File: config.mk
export PLATFORM = sky130hd
export DESIGN_NAME = seq_shifter
export DESIGN_NICKNAME = d
export VERILOG_FILES = /design/src/rtl/shifter_pkg.sv /design/src/rtl/shift_stage.sv /design/src/rtl/seq_shifter.sv
export SDC_FILE = /design/constraint.sdc
export NUM_CORES = 1
export LEC_CHECK = 0
export BUFFER_PORTS_ARGS = -buffer_cell sky130_fd_sc_hd__clkbuf_2
export CAP_MARGIN = 20
export CELL_PAD_IN_SITES_DETAIL_PLACEMENT = 1
export CELL_PAD_IN_SITES_GLOBAL_PLACEMENT = 2
export CORE_ASPECT_RATIO = 0.75
export CORE_MARGIN = 2
export CORE_UTILIZATION = 25
export DETAILED_ROUTE_END_ITERATION = 10
export GPL_TIMING_DRIVEN = 0
export HOLD_SLACK_MARGIN = 0.03
export PLACE_DENSITY = 0.55
export SKIP_CTS_REPAIR_TIMING = 1
export SLEW_MARGIN = 0
export SYNTH_ARGS = -nofsm -noshare
export SYNTH_HDL_FRONTEND = slang
export SYNTH_SLANG_ARGS = --single-unit
File: constraint.sdc
create_clock -name clk -period 7.9 [get_ports clk]
set_clock_uncertainty 0.15 [all_clocks]
set_input_delay 0.79 -clock clk [delete_from_list [all_inputs] [get_ports clk]]
set_output_delay 0.79 -clock clk [all_outputs]
set_load 0.05 [all_outputs]
File: src/rtl/shifter_pkg.sv
// rtl/shifter_pkg.sv - shared encodings and FSM state type for the sequential shifter
package shifter_pkg;

  localparam logic [1:0] SHIFT_LOGICAL = 2'b00;
  localparam logic [1:0] SHIFT_ARITH   = 2'b01;
  localparam logic [1:0] SHIFT_ROTATE  = 2'b10;

  localparam logic SHIFT_LEFT  = 1'b1;
  localparam logic SHIFT_RIGHT = 1'b0;

  typedef enum logic [1:0] {IDLE, SHIFT, DONE} state_e;

endpackage

File: src/rtl/shift_stage.sv
// rtl/shift_stage.sv - combinational shift of one value by 0..STEP positions
module shift_stage
  import shifter_pkg::*;
#(
  parameter  int WIDTH = 16,
  parameter  int STEP  = 1,
  localparam int KW    = $clog2(STEP + 1)
) (
  input  logic [WIDTH-1:0] value_i,
  input  logic [KW-1:0]    k_i,
  input  logic             dir_i,
  input  logic [1:0]       mode_i,
  input  logic             sign_i,
  output logic [WIDTH-1:0] value_o,
  output logic             carry_o
);

  logic [WIDTH-1:0]   fill;
  logic [2*WIDTH:0]   ext;

  // The extra guard bit at the far end catches the last bit pushed out.
  always_comb begin
    fill    = '0;
    ext     = '0;
    value_o = '0;
    carry_o = 1'b0;
    if (dir_i == SHIFT_LEFT) begin
      fill    = (mode_i == SHIFT_ROTATE) ? value_i : '0;
      ext     = {1'b0, value_i, fill} << k_i;
      value_o = ext[2*WIDTH-1:WIDTH];
      carry_o = ext[2*WIDTH];
    end else begin
      if (mode_i == SHIFT_ROTATE)
        fill = value_i;
      else if (mode_i == SHIFT_ARITH)
        fill = {WIDTH{sign_i}};
      ext     = {fill, value_i, 1'b0} >> k_i;
      value_o = ext[WIDTH:1];
      carry_o = ext[0];
    end
  end

endmodule

File: src/rtl/seq_shifter.sv
// rtl/seq_shifter.sv - multi-cycle shift/rotate unit with start/busy/done handshake
module seq_shifter
  import shifter_pkg::*;
#(
  parameter  int WIDTH = 16,
  parameter  int STEP  = 1,
  localparam int AMT_W = $clog2(WIDTH)
) (
  input  logic             clk,
  input  logic             reset,
  input  logic             start,
  input  logic [WIDTH-1:0] src,
  input  logic [AMT_W-1:0] shiftAmt,
  input  logic             shiftDirection,
  input  logic [1:0]       shiftMode,
  output logic             busy,
  output logic             done,
  output logic [WIDTH-1:0] shiftOut,
  output logic             carryOut
);

  localparam int               KW     = $clog2(STEP + 1);
  localparam logic [AMT_W-1:0] STEP_A = AMT_W'(STEP);

  state_e           state_q;
  logic [WIDTH-1:0] work_q;
  logic [AMT_W-1:0] rem_q;
  logic             dir_q;
  logic [1:0]       mode_q;
  logic             sign_q;
  logic             busy_q;
  logic             done_q;
  logic [WIDTH-1:0] shift_out_q;
  logic             carry_out_q;

  logic [KW-1:0]    k_d;
  logic [AMT_W-1:0] rem_d;
  logic [WIDTH-1:0] work_d;
  logic             carry_d;

  always_comb begin
    k_d   = (rem_q >= STEP_A) ? KW'(STEP) : KW'(rem_q);
    rem_d = rem_q - AMT_W'(k_d);
  end

  shift_stage #(
    .WIDTH (WIDTH),
    .STEP  (STEP)
  ) u_stage (
    .value_i (work_q),
    .k_i     (k_d),
    .dir_i   (dir_q),
    .mode_i  (mode_q),
    .sign_i  (sign_q),
    .value_o (work_d),
    .carry_o (carry_d)
  );

  always_ff @(posedge clk or posedge reset) begin
    if (reset) begin
      state_q     <= IDLE;
      work_q      <= '0;
      rem_q       <= '0;
      dir_q       <= 1'b0;
      mode_q      <= 2'b00;
      sign_q      <= 1'b0;
      busy_q      <= 1'b0;
      done_q      <= 1'b0;
      shift_out_q <= '0;
      carry_out_q <= 1'b0;
    end else begin
      case (state_q)
        IDLE, DONE: begin
          done_q  <= 1'b0;
          state_q <= IDLE;
          if (start) begin
            work_q <= src;
            rem_q  <= shiftAmt;
            dir_q  <= shiftDirection;
            mode_q <= shiftMode;
            sign_q <= src[WIDTH-1];
            if (shiftAmt != '0) begin
              state_q <= SHIFT;
              busy_q  <= 1'b1;
            end else begin
              state_q     <= DONE;
              done_q      <= 1'b1;
              shift_out_q <= src;
              carry_out_q <= 1'b0;
            end
          end
        end
        SHIFT: begin
          work_q <= work_d;
          rem_q  <= rem_d;
          // Outputs are loaded on the same edge that enters DONE.
          if (rem_d == '0) begin
            state_q     <= DONE;
            busy_q      <= 1'b0;
            done_q      <= 1'b1;
            shift_out_q <= work_d;
            carry_out_q <= carry_d;
          end
        end
        default: state_q <= IDLE;
      endcase
    end
  end

  assign busy     = busy_q;
  assign done     = done_q;
  assign shiftOut = shift_out_q;
  assign carryOut = carry_out_q;

endmodule

## Word-level counts from Yosys, hierarchy flattened

Cells that the tools add are included.

| cells by class | value |
|---|---|
| add/subtract/negate cells | 1 |
| magnitude comparators | 1 |
| equality and inequality tests | 8 |
| shifts and indexed selects | 2 |
| mux-type cells | 31 |
| reductions and logical operators | 10 |

Operators by type and width:

| operator | count |
|---|---|
| $mux W16 | 9 |
| $pmux W16 S2 | 2 |
| $shl A32 B1 Y33 | 1 |
| $shr A33 B1 Y17 | 1 |
| $mux W1 | 11 |
| $ne A2 B2 Y1 const B | 4 |
| $pmux W4 S2 | 1 |
| $reduce_and A4 Y1 | 2 |
| $mux W2 | 3 |
| $pmux W1 S2 | 3 |
| $reduce_and A2 Y1 | 3 |
| $eq A2 B1 Y1 const B | 2 |
| $eq A2 B2 Y1 const B | 2 |
| $ge A4 B1 Y1 const B | 1 |
| $logic_not A4 Y1 | 1 |
| $mux W4 | 1 |
| $pmux W2 S2 | 1 |
| $reduce_bool A4 Y1 | 1 |
| $sub A4 B1 Y4 | 1 |
| $logic_not A2 Y1 | 1 |
| $reduce_bool A2 Y1 | 1 |
| $reduce_or A2 Y1 | 1 |

| word-level totals | value |
|---|---|
| register bits after elaboration | 45 |
| bits of input ports | 26 |
| output and inout bits | 19 |
| logic and storage cells | 63 |

## Longest topological paths before layout

Gate-level depths: netlist of the first run.

| logic depth | value |
|---|---|
| depth in word-level cells | 8 |
| depth in mapped cells | 9 |
| depth with buffers taken out | 7 |

## By module

Synthesis of the first run repeated with hierarchy kept, for this count alone.

| unflattened totals | value |
|---|---|
| cell total of the unflattened synthesis | 267 |
| area, all modules | 2471.1 sq um |

By module, submodules not included:

| module | times used | cells each | area an instance (sq um) | sequential area each (sq um) |
|---|---|---|---|---|
| seq_shifter | 1 | 208 | 2093.3 | 1126.1 |
| shift_stage | 1 | 59 | 377.9 | 0.0 |

## Worst setup path after synthesis of the first run

No wires, ideal clock.

| path | value |
|---|---|
| kind | reg2reg |
| from | register rem_q[2] |
| to | register shift_out_q[0], in the netlist shiftOut[0] |
| setup time | 125 ps |
| arrival time | 2299 ps |
| required time | 7625 ps |
| path slack | 5326 ps |
| stages on the path, launching flop included | 9 |
| buffers on the path | 2 |
| clock period less this slack | 2574 ps |
| cells stage by stage | dfrtp_1 > nor4_1 > nor2_1 > ha_1 > o31a_1 > o21a_1 > buf_4 > buf_2 > mux2_2 |

| between the ends | value |
|---|---|
| word-level cells in the longest chain between the ends | 6 |
| elaborated cells on any way between the ends | 11 |
| those cells by class | add/sub: 1; order compare: 1; eq/ne: 1; shift: 2; mux: 4; reduce/logical: 2 |

Ends and longest elaborated chain:

| item | RTL line | text |
|---|---|---|
| start: declaration | seq_shifter.sv:27 | `logic [AMT_W-1:0] rem_q;` |
| start signal: assignment | seq_shifter.sv:78 | `rem_q <= shiftAmt;` |
| start signal: assignment | seq_shifter.sv:95 | `rem_q <= rem_d;` |
| $ge A4 B1 Y1 | seq_shifter.sv:42 | `k_d = (rem_q >= STEP_A) ? KW'(STEP) : KW'(rem_q);` |
| $mux W1 | seq_shifter.sv:42 |  |
| $sub A4 B1 Y4 (tied with other cells) | seq_shifter.sv:43 | `rem_d = rem_q - AMT_W'(k_d);` |
| $logic_not A4 Y1 or $mux W16 (tied branches) | seq_shifter.sv:97, shift_stage.sv:27 |  |
| $ne A2 B2 Y1 (no source line) or $mux W16 (tied branches) | n/a |  |
| $reduce_and A4 Y1 (no source line) or $pmux W16 S2 (tied branches) | n/a |  |
| end signal: assignment | seq_shifter.sv:88 | `shift_out_q <= src;` |
| end signal: assignment | seq_shifter.sv:101 | `shift_out_q <= work_d;` |
| end: declaration | seq_shifter.sv:33 | `logic [WIDTH-1:0] shift_out_q;` |

Parallel ways exist; a longest one is shown, timed or not. The select of a mux whose other input is x is not followed.
A chain may end at the register's enable or synchronous reset.

## Worst setup path in the final report of the first run

Same ends and word-level chain as after synthesis.

==> impl_metrics.py, run 1 <==
metrics = {
    "setup_path": {
        "critPathArrivalTime_ns": 3.21,
        "cp.buffers_inverters": 2,
        "cp_max_fo": 10,
        "cp-end-kind": "register",
        "cp.required_ns": 7.92,
        "crit_chain": "nor4_1, nor2_1, ha_1, nand3_1, o31a_1, o21a_1, buf_4, buf_2, mux2_2",
        "critPathLaunchType": "register",
        "cpPeakStageDelay_ns": 0.73,
        "crit_path_top_delay_cell": "nor4_1",
        "crit_family": "simple AND/OR/NAND/NOR gates",
        "critPathKind": "reg2reg",
    },
    "flow_run": {
        "maxCapViolCount": 0,
    },
    "layout": {
        "final_nets": 298,
        "area_growth_pct": 22.71,
        "utilization_pct": 32.04,
        "drive_above_1_share_pct": 38.60,
        "antennaDiodeCount": 0,
        "finalInstanceArea_sq_um": 2934,
    },
    "drt": {
        "vias": 1816,
        "route.detailed.drc": 0,
        "vias_per_cell": 4.540,
        "dr.pass1.iters": 4,
        "wl_per_cell_microns": 15.91,
        "routed_wl_mm": 6.362,
        "drt_iter0_drc": 48,
        "ant_nets": 0,
    },
    "clock_tree": {
        "clock-sinks": 45,
        "clk_pin_slew_worst_paths_ns": 0.07,
        "numCtsBuffers": 5,
        "tritoncts": "yes",
        "htree_levels": 2,
        "cts_root_buf": "clkbuf_16",
        "clk_path_buf_depth": 2,
        "clkLatencyLatePin_ns": 0.29,
    },
    "grt": {
        "grt_pass1_wl_mm": 10.47,
        "antenna_found_initial": 0,
        "overflow": 0,
        "grt_pass1_vias": 1936,
        "grt_max_degree": 32,
        "groute.usage.overall_pct": 13.49,
    },
    "logic_synthesis": {
        "yosys_warnings": 0,
        "synth_seq_area_share_pct": 47.10,
        "synth.distinct_cells": 36,
        "syn_avg_cell_area_sq_um": 10.92,
        "syn-cell-area_sq_um": 2391,
        "ys_seq_elements": 45,
        "synth_nets": 246,
        "netlist_instances": 219,
    },
    "timing": {
        "tightest_slew_ns": 0.8009,
        "setup_tns_ns": 0,
        "fin_crit_ns": 3.188,
        "period_share_pct": 40.35,
        "rsz0062_at_grt": "no",
        "finalHoldViolations": 0,
        "fmax_ghz": 0.3137,
        "final-max-slew-violation-count": 0,
        "setup_viol_count_final": 0,
        "relSlewSlack_pct": 46.12,
    },
    "hold_path": {
        "hp-class": "in2async",
    },
    "floorplanning": {
        "core_area_sq_um": 9159,
        "fp.dieArea_sq_um": 10370,
        "rows": 30,
        "fp.dieW_microns": 116.9,
        "start_util_pct": 26.11,
        "die_height_microns": 88.70,
        "design.portCount": 45,
    },
    "placement": {
        "portBuffers": 44,
        "dp_hpwl_mm": 4.634,
        "gp_congestion": 0.7381,
        "placed_area_sq_um": 2791,
    },
    "run_status": {
        "outcome": "finished, final reports clean",
    },
}
## layout make-up
type / instances / area [sq um]
repair buffers: 45 / 240.2
flip-flops and latches: 45 / 1126
fillers: 1057 / 6225
clock inverters: 3 / 17.52
multi-input cells: 156 / 1164
clock buffers: 5 / 125.1
well taps: 128 / 160.2
inverters: 4 / 15.01
plain buffers: 14 / 86.33
## synthesized netlist by cell type, drive strengths merged
cell type	n	area (sq um)
a21o	1	7.510
a21oi	4	20.02
a221o	2	20.02
a22o	1	8.760
a311oi	1	8.760
a31oi	2	12.51
and3	1	6.260
buf	6	56.30
clkbuf	8	30.03
dfrtp	45	1126
ha	1	12.51
inv	4	15.01
mux2	44	495.5
mux2i	16	163.9
nand2	33	123.9
nand2b	3	18.77
nand3	2	10.01
nand3b	1	7.510
nor2	5	18.77
nor2b	6	37.54
nor3	2	10.01
nor3b	2	15.01
nor4	2	12.51
o211ai	1	7.510
o21a	1	7.510
o21ai	20	100.1
o22a	1	8.760
o22ai	1	6.260
o31a	1	8.760
o31ai	1	7.510
or4	1	7.510
## state kept, by name, indices dropped and copies added, names as in the netlist
signal,flops
shiftOut,16
work_q,16
rem_q,4
mode_q,2
state_q,2
busy,1
carryOut,1
dir_q,1
done,1
sign_q,1
## kinds of logic (layout without fill, tap and decap cells)
group | count (synthesis) | count (layout) | synth area share [%]
multiplexers | 60 | 60 | 27.58
AND/OR/NAND/NOR | 58 | 58 | 11.20
flip-flops | 45 | 45 | 47.10
AO/OA/AOI/OAI | 37 | 37 | 9.368
buffers and inverters | 18 | 71 | 4.238
adder cells (fa/ha/maj) | 1 | 1 | 0.5232
## stage by stage
step | setup WS [ns] | cells | hold WS, ns
after global routing | 4.409 | 400 | 0.3457
final | 4.712 | 400 | 0.3036
after global placement | 4.634 | 391 | 0.3187
after detailed placement | 4.657 | 392 | 0.3223
after CTS | 4.639 | 400 | 0.3149
after floorplan | 5.326 | 219 | 0.2970
## layer usage
| metal | track usage [%] | part of all wire (%) |
|---|---|---|
| met1 | 19.88 | 54 |
| met2 | 19.92 | 41 |
| met3 | 3.082 | 3.7 |
| met4 | 3.529 | 1.0 |
| met5 | 0 | 0 |
## final timing paths
check                         start          end  slack (ns)  cells past startpoint
max                        rem_q[2]  shiftOut[0]        4.71                      9
min                           reset    mode_q[1]        0.30                      2
max reg2reg                rem_q[2]  shiftOut[0]        4.71                      9
min reg2reg                  sign_q       sign_q        0.33                      2
max in group asynchronous     reset    work_q[1]        6.80                      3
min in group clk             sign_q       sign_q        0.33                      2
## layout by cell type, fill, tap and decap left out, types with 2 or more instances in the layout
| cell | count |
|---|---|
| mux2i_1 | 15 |
| clkbuf_1 | 8 |
| o21ai_0 | 12 |
| nor4_1 | 2 |
| inv_1 | 3 |
| a31oi_1 | 2 |
| nand2b_1 | 3 |
| nor3_1 | 2 |
| buf_12 | 2 |
| clkbuf_16 | 5 |
| clkinv_2 | 2 |
| nor2b_1 | 6 |
| nand3_1 | 2 |
| nor2_1 | 5 |
| clkbuf_2 | 44 |
| nor3b_1 | 2 |
| a221o_1 | 2 |
| buf_2 | 2 |
| nand2_1 | 33 |
| dfrtp_1 | 45 |
| o21ai_1 | 8 |
| buf_4 | 2 |
| a21oi_1 | 4 |
| mux2_2 | 44 |
Power of run 1 is left out: the tool's default activity adds up to more than one toggle a clock period on the data nets, which glitch-free logic cannot reach.
==> run 2, diff against run 1 <==
--- a/config.mk
+++ b/config.mk
@@ -15,7 +15,7 @@
 export DETAILED_ROUTE_END_ITERATION = 10
 export GPL_TIMING_DRIVEN = 0
 export HOLD_SLACK_MARGIN = 0.03
-export PLACE_DENSITY = 0.55
+export PLACE_DENSITY = 0.58
 export SKIP_CTS_REPAIR_TIMING = 1
 export SLEW_MARGIN = 0
 export SYNTH_ARGS = -nofsm -noshare
==> constraint.sdc (replaced) <==
create_clock -name clk -period 2.79 [get_ports clk]
set_clock_uncertainty 0.15 [all_clocks]
set_input_delay 0.279 -clock clk [delete_from_list [all_inputs] [get_ports clk]]
set_output_delay 0.279 -clock clk [all_outputs]
set_load 0.05 [all_outputs]
==> impl_metrics.py, run 2 (synthesized netlist as in run 1, its figures left out) <==
metrics = {
    "timing": {
        "final-max-slew-violation-count": 0,
        "setup_tns_ns": 0,
        "period_share_pct": 92.71,
        "rsz0062_at_grt": "no",
        "fin_crit_ns": 2.587,
        "setup_viol_count_final": 0,
        "finalHoldViolations": 0,
        "fin_worst_hold_slack_ns": 0.03090,
        "fmax_ghz": 0.3866,
        "relSlewSlack_pct": 53.63,
        "tightest_slew_ns": 0.6892,
    },
    "run_status": {
        "outcome": "finished, final reports clean",
    },
    "placement": {
        "dp_hpwl_mm": 4.664,
        "portBuffers": 44,
        "dp.cells": 392,
        "placed_area_sq_um": 2791,
        "gp_congestion": 0.6915,
    },
    "layout": {
        "final_common_cell": "dfrtp_1",
        "final_cell_mix": "dfrtp_1, mux2_2, clkbuf_2",
        "area_growth_pct": 26.32,
        "instances_no_fill": 402,
        "finalInstanceArea_sq_um": 3020,
        "final_nets": 300,
        "drive_above_1_share_pct": 39.05,
        "nFillCells": 1085,
        "antennaDiodeCount": 0,
    },
    "setup_path": {
        "ff2ff_setup_slack_ns": 0.20,
        "cp_max_fo": 10,
        "critPathLaunchType": "register",
        "reg2reg_to": "shiftOut[1]",
        "crit_path_top_delay_cell": "dfrtp_1",
        "crit_chain": "nor4_4, nor2_1, ha_1, nand3_1, o31a_1, o21a_1, buf_4, buf_6, mux2_2",
        "cp-end-kind": "register",
        "timing.rr.start": "rem_q[0]",
        "cp.required_ns": 2.81,
        "critPathKind": "reg2reg",
        "reg2reg_depth": 9,
        "cpPeakStageDelay_ns": 0.47,
        "critPathArrivalTime_ns": 2.61,
    },
    "grt": {
        "grt_pass1_vias": 1851,
        "grt_pass1_wl_mm": 10.21,
        "grt_max_degree": 31,
        "groute.usage.overall_pct": 13.22,
        "antenna_found_initial": 0,
        "overflow": 0,
    },
    "floorplanning": {
        "start_util_pct": 26.11,
        "design.portCount": 45,
        "fp.dieArea_sq_um": 10370,
        "rows": 30,
        "die_height_microns": 88.70,
        "core_area_sq_um": 9159,
        "fp.dieW_microns": 116.9,
    },
    "hold_path": {
        "hold_path_startpoint": "shiftMode[0]",
        "whs_path_depth": 3,
        "hp-class": "in2reg",
        "holdPathEnd": "mode_q[0]",
    },
    "drt": {
        "ant_nets": 0,
        "vias_per_cell": 4.465,
        "dr.pass1.iters": 4,
        "routed_wl_mm": 6.331,
        "route.detailed.drc": 0,
        "vias": 1795,
        "drt_iter0_drc": 25,
        "wl_per_cell_microns": 15.75,
    },
    "flow_run": {
        "maxCapViolCount": 0,
    },
    "clock_tree": {
        "numCtsBuffers": 5,
        "cts_root_buf": "clkbuf_16",
        "clk_path_buf_depth": 2,
        "clk_pin_slew_worst_paths_ns": 0.06,
        "clock-sinks": 45,
        "tritoncts": "yes",
        "htree_levels": 2,
        "clkLatencyLatePin_ns": 0.29,
    },
}
run 2: changes by cell type in the layout (fill, tap and decap cells not counted):
cell,previous run,this run
clkinvlp_4,1,0
nor4_4,0,1
dlygate4sd3_1,0,1
buf_2,2,1
buf_6,1,2
clkinv_2,2,1
bufinv_16,0,2
nor4_1,2,1
buf_4,2,3
run 2: worst max-delay path by stage:
stage / slack, ns / start / to
floorplan: 0.22 / rem_q[2] / shiftOut[0]
global placement: -0.46 / rem_q[2] / shiftOut[6]
detailed placement: -0.47 / rem_q[2] / shiftOut[1]
CTS: -0.48 / rem_q[2] / shiftOut[1]
global route: 0.04 / rem_q[0] / shiftOut[0]
finish: 0.20 / rem_q[0] / shiftOut[1]
run 2: cell type report:
| cell class | instances | area, sq um | area share (%) |
|---|---|---|---|
| inverter | 4 | 15.01 | 0.4971 |
| tap | 128 | 160.2 | 5.302 |
| buffer | 14 | 92.59 | 3.065 |
| clock buffer | 5 | 125.1 | 4.142 |
| multi-input combinational | 156 | 1179 | 39.02 |
| timing repair buffer | 47 | 257.7 | 8.534 |
| sequential | 45 | 1126 | 37.28 |
| clock inverter | 3 | 65.06 | 2.154 |
run 2: worst max-delay path, delay by kind of cell, from the launching register on:
family                   cells  cell delay [ns]
AO/OA/AOI/OAI                2             0.37
adder cells (fa/ha/maj)      1             0.24
buffers and inverters        2             0.39
flip-flops                   1             0.47
multiplexers                 1             0.35
AND/OR/NAND/NOR              3             0.50
run 2: routing by layer:
layer	track usage (%)	up-vias	wire length, microns
met5	0	-	0
met4	3.209	0	58
met3	3.082	7	249
met2	19.76	34	2591
met1	19.34	866	3431
li1	-	888	-
run 2: metrics by stage:
step / worst slack (ns) / util [%]
5_1_grt: 0.03772 / 32.98
3_5_place_dp: -0.4748 / 30.48
6_report: 0.2034 / 32.98
2_1_floorplan: 0.2164 / -
3_3_place_gp: -0.4581 / 30.26
4_1_cts: -0.4779 / 32.55
Power of run 2 is left out for the same reason.
==> run 3, diff against run 2 <==
--- a/config.mk
+++ b/config.mk
@@ -16,6 +16,7 @@
 export GPL_TIMING_DRIVEN = 0
 export HOLD_SLACK_MARGIN = 0.03
 export PLACE_DENSITY = 0.58
+export RECOVER_POWER = 50
 export SKIP_CTS_REPAIR_TIMING = 1
 export SLEW_MARGIN = 0
 export SYNTH_ARGS = -nofsm -noshare
==> impl_metrics.py, run 3 (synthesized netlist as in run 1, its figures left out) <==
metrics = {
    "layout": {
        "final_nets": 300,
        "antennaDiodeCount": 0,
        "final_common_cell": "dfrtp_1",
        "area_growth_pct": 25.22,
        "drive_above_1_share_pct": 35.40,
        "final_cell_mix": "dfrtp_1, mux2_2, clkbuf_2",
    },
    "clock_tree": {
        "clk_pin_slew_worst_paths_ns": 0.06,
        "cts_root_buf": "clkbuf_16",
        "htree_levels": 2,
        "tritoncts": "yes",
        "clock-sinks": 45,
        "clk_path_buf_depth": 2,
        "numCtsBuffers": 5,
        "clkLatencyLatePin_ns": 0.29,
    },
    "drt": {
        "highest_layer": "met4",
        "met2_length_mm": 2.625,
        "vias": 1788,
        "wl_met3_microns": 258,
        "wl_per_cell_microns": 15.76,
        "routed_wl_mm": 6.336,
        "vias_per_cell": 4.448,
        "dr.pass1.iters": 4,
        "route.detailed.drc": 0,
        "drt_iter0_drc": 33,
        "m1WireLength_mm": 3.393,
        "ant_nets": 0,
    },
    "floorplanning": {
        "fp.dieW_microns": 116.9,
        "design.portCount": 45,
        "fp.dieArea_sq_um": 10370,
        "start_util_pct": 26.11,
        "core_area_sq_um": 9159,
        "die_height_microns": 88.70,
        "rows": 30,
    },
    "grt": {
        "grt_max_degree": 31,
        "grt_pass1_vias": 1851,
        "antenna_found_initial": 0,
        "overflow": 0,
        "grt_pass1_wl_mm": 10.21,
        "groute.usage.overall_pct": 13.22,
    },
    "setup_path": {
        "critPathLaunchType": "register",
        "cp-end-kind": "register",
        "critPathKind": "reg2reg",
        "critPathArrivalTime_ns": 2.61,
        "cp.required_ns": 2.81,
        "cp_max_fo": 10,
    },
    "run_status": {
        "outcome": "finished, final reports clean",
    },
    "timing": {
        "final-max-slew-violation-count": 0,
        "rsz0062_at_grt": "no",
        "fin_ws_ns": 0.2014,
        "fin_crit_ns": 2.589,
        "fmax_ghz": 0.3863,
        "period_share_pct": 92.78,
        "setup_viol_count_final": 0,
        "fin_worst_hold_slack_ns": 0.03053,
        "relSlewSlack_pct": 46.23,
        "finalHoldViolations": 0,
        "tightest_slew_ns": 0.8066,
    },
    "flow_run": {
        "maxCapViolCount": 0,
    },
    "placement": {
        "gp_congestion": 0.6915,
        "portBuffers": 44,
        "dp_hpwl_mm": 4.664,
        "place_ws_ns": -0.4748,
    },
    "hold_path": {
        "hp-class": "in2reg",
    },
}
## run 3: changes by cell type in the layout (fill, tap and decap cells not counted)
cell and delta:
inv_1 +1, inv_2 -1, clkbuf_1 +9, clkbuf_2 -8, buf_12 -1
## run 3: critical path: stages (launching register included)
cell and delay [ns]:
dfrtp_1 0.47, nor4_4 0.32, nor2_1 0.09, ha_1 0.24
nand3_1 0.09, o31a_1 0.22, o21a_1 0.15, buf_4 0.21
buf_6 0.19, mux2_2 0.35
## run 3: per-layer routing
| metal | GRT usage [%] | vias up |
|---|---|---|
| li1 | - | 886 |
| met1 | 19.34 | 861 |
| met2 | 19.76 | 34 |
| met3 | 3.082 | 7 |
| met4 | 3.209 | 0 |
| met5 | 0 | - |
## run 3: stage by stage
step	area [sq um]	utilization [%]	instances	TNS, ns
4_1_cts	2982	32.55	400	-5.220
5_1_grt	2994	32.69	402	0
2_1_floorplan	2391	-	219	0
3_3_place_gp	2771	30.26	391	-4.858
3_5_place_dp	2791	30.48	392	-5.037
6_report	2994	32.69	402	0
## run 3: final timing paths
path	slack (ns)	cells after the start	start	end
max in group asynchronous	0.83	4	reset	rem_q[2]
max	0.20	9	rem_q[0]	shiftOut[1]
min	0.03	3	shiftMode[0]	mode_q[0]
min reg2reg	0.34	2	sign_q	sign_q
min in group asynchronous	0.45	3	reset	shiftOut[0]
max reg2reg	0.20	9	rem_q[0]	shiftOut[1]
## run 3: layout make-up
class	instances	area, sq um
repair buffers	47	231.5
fillers	1091	6165
clock buffers	5	125.1
well taps	128	160.2
flip-flops and latches	45	1126
plain buffers	14	92.59
multi-input cells	156	1179
clock inverters	3	65.06
inverters	4	15.01
Power of run 3 is left out for the same reason.
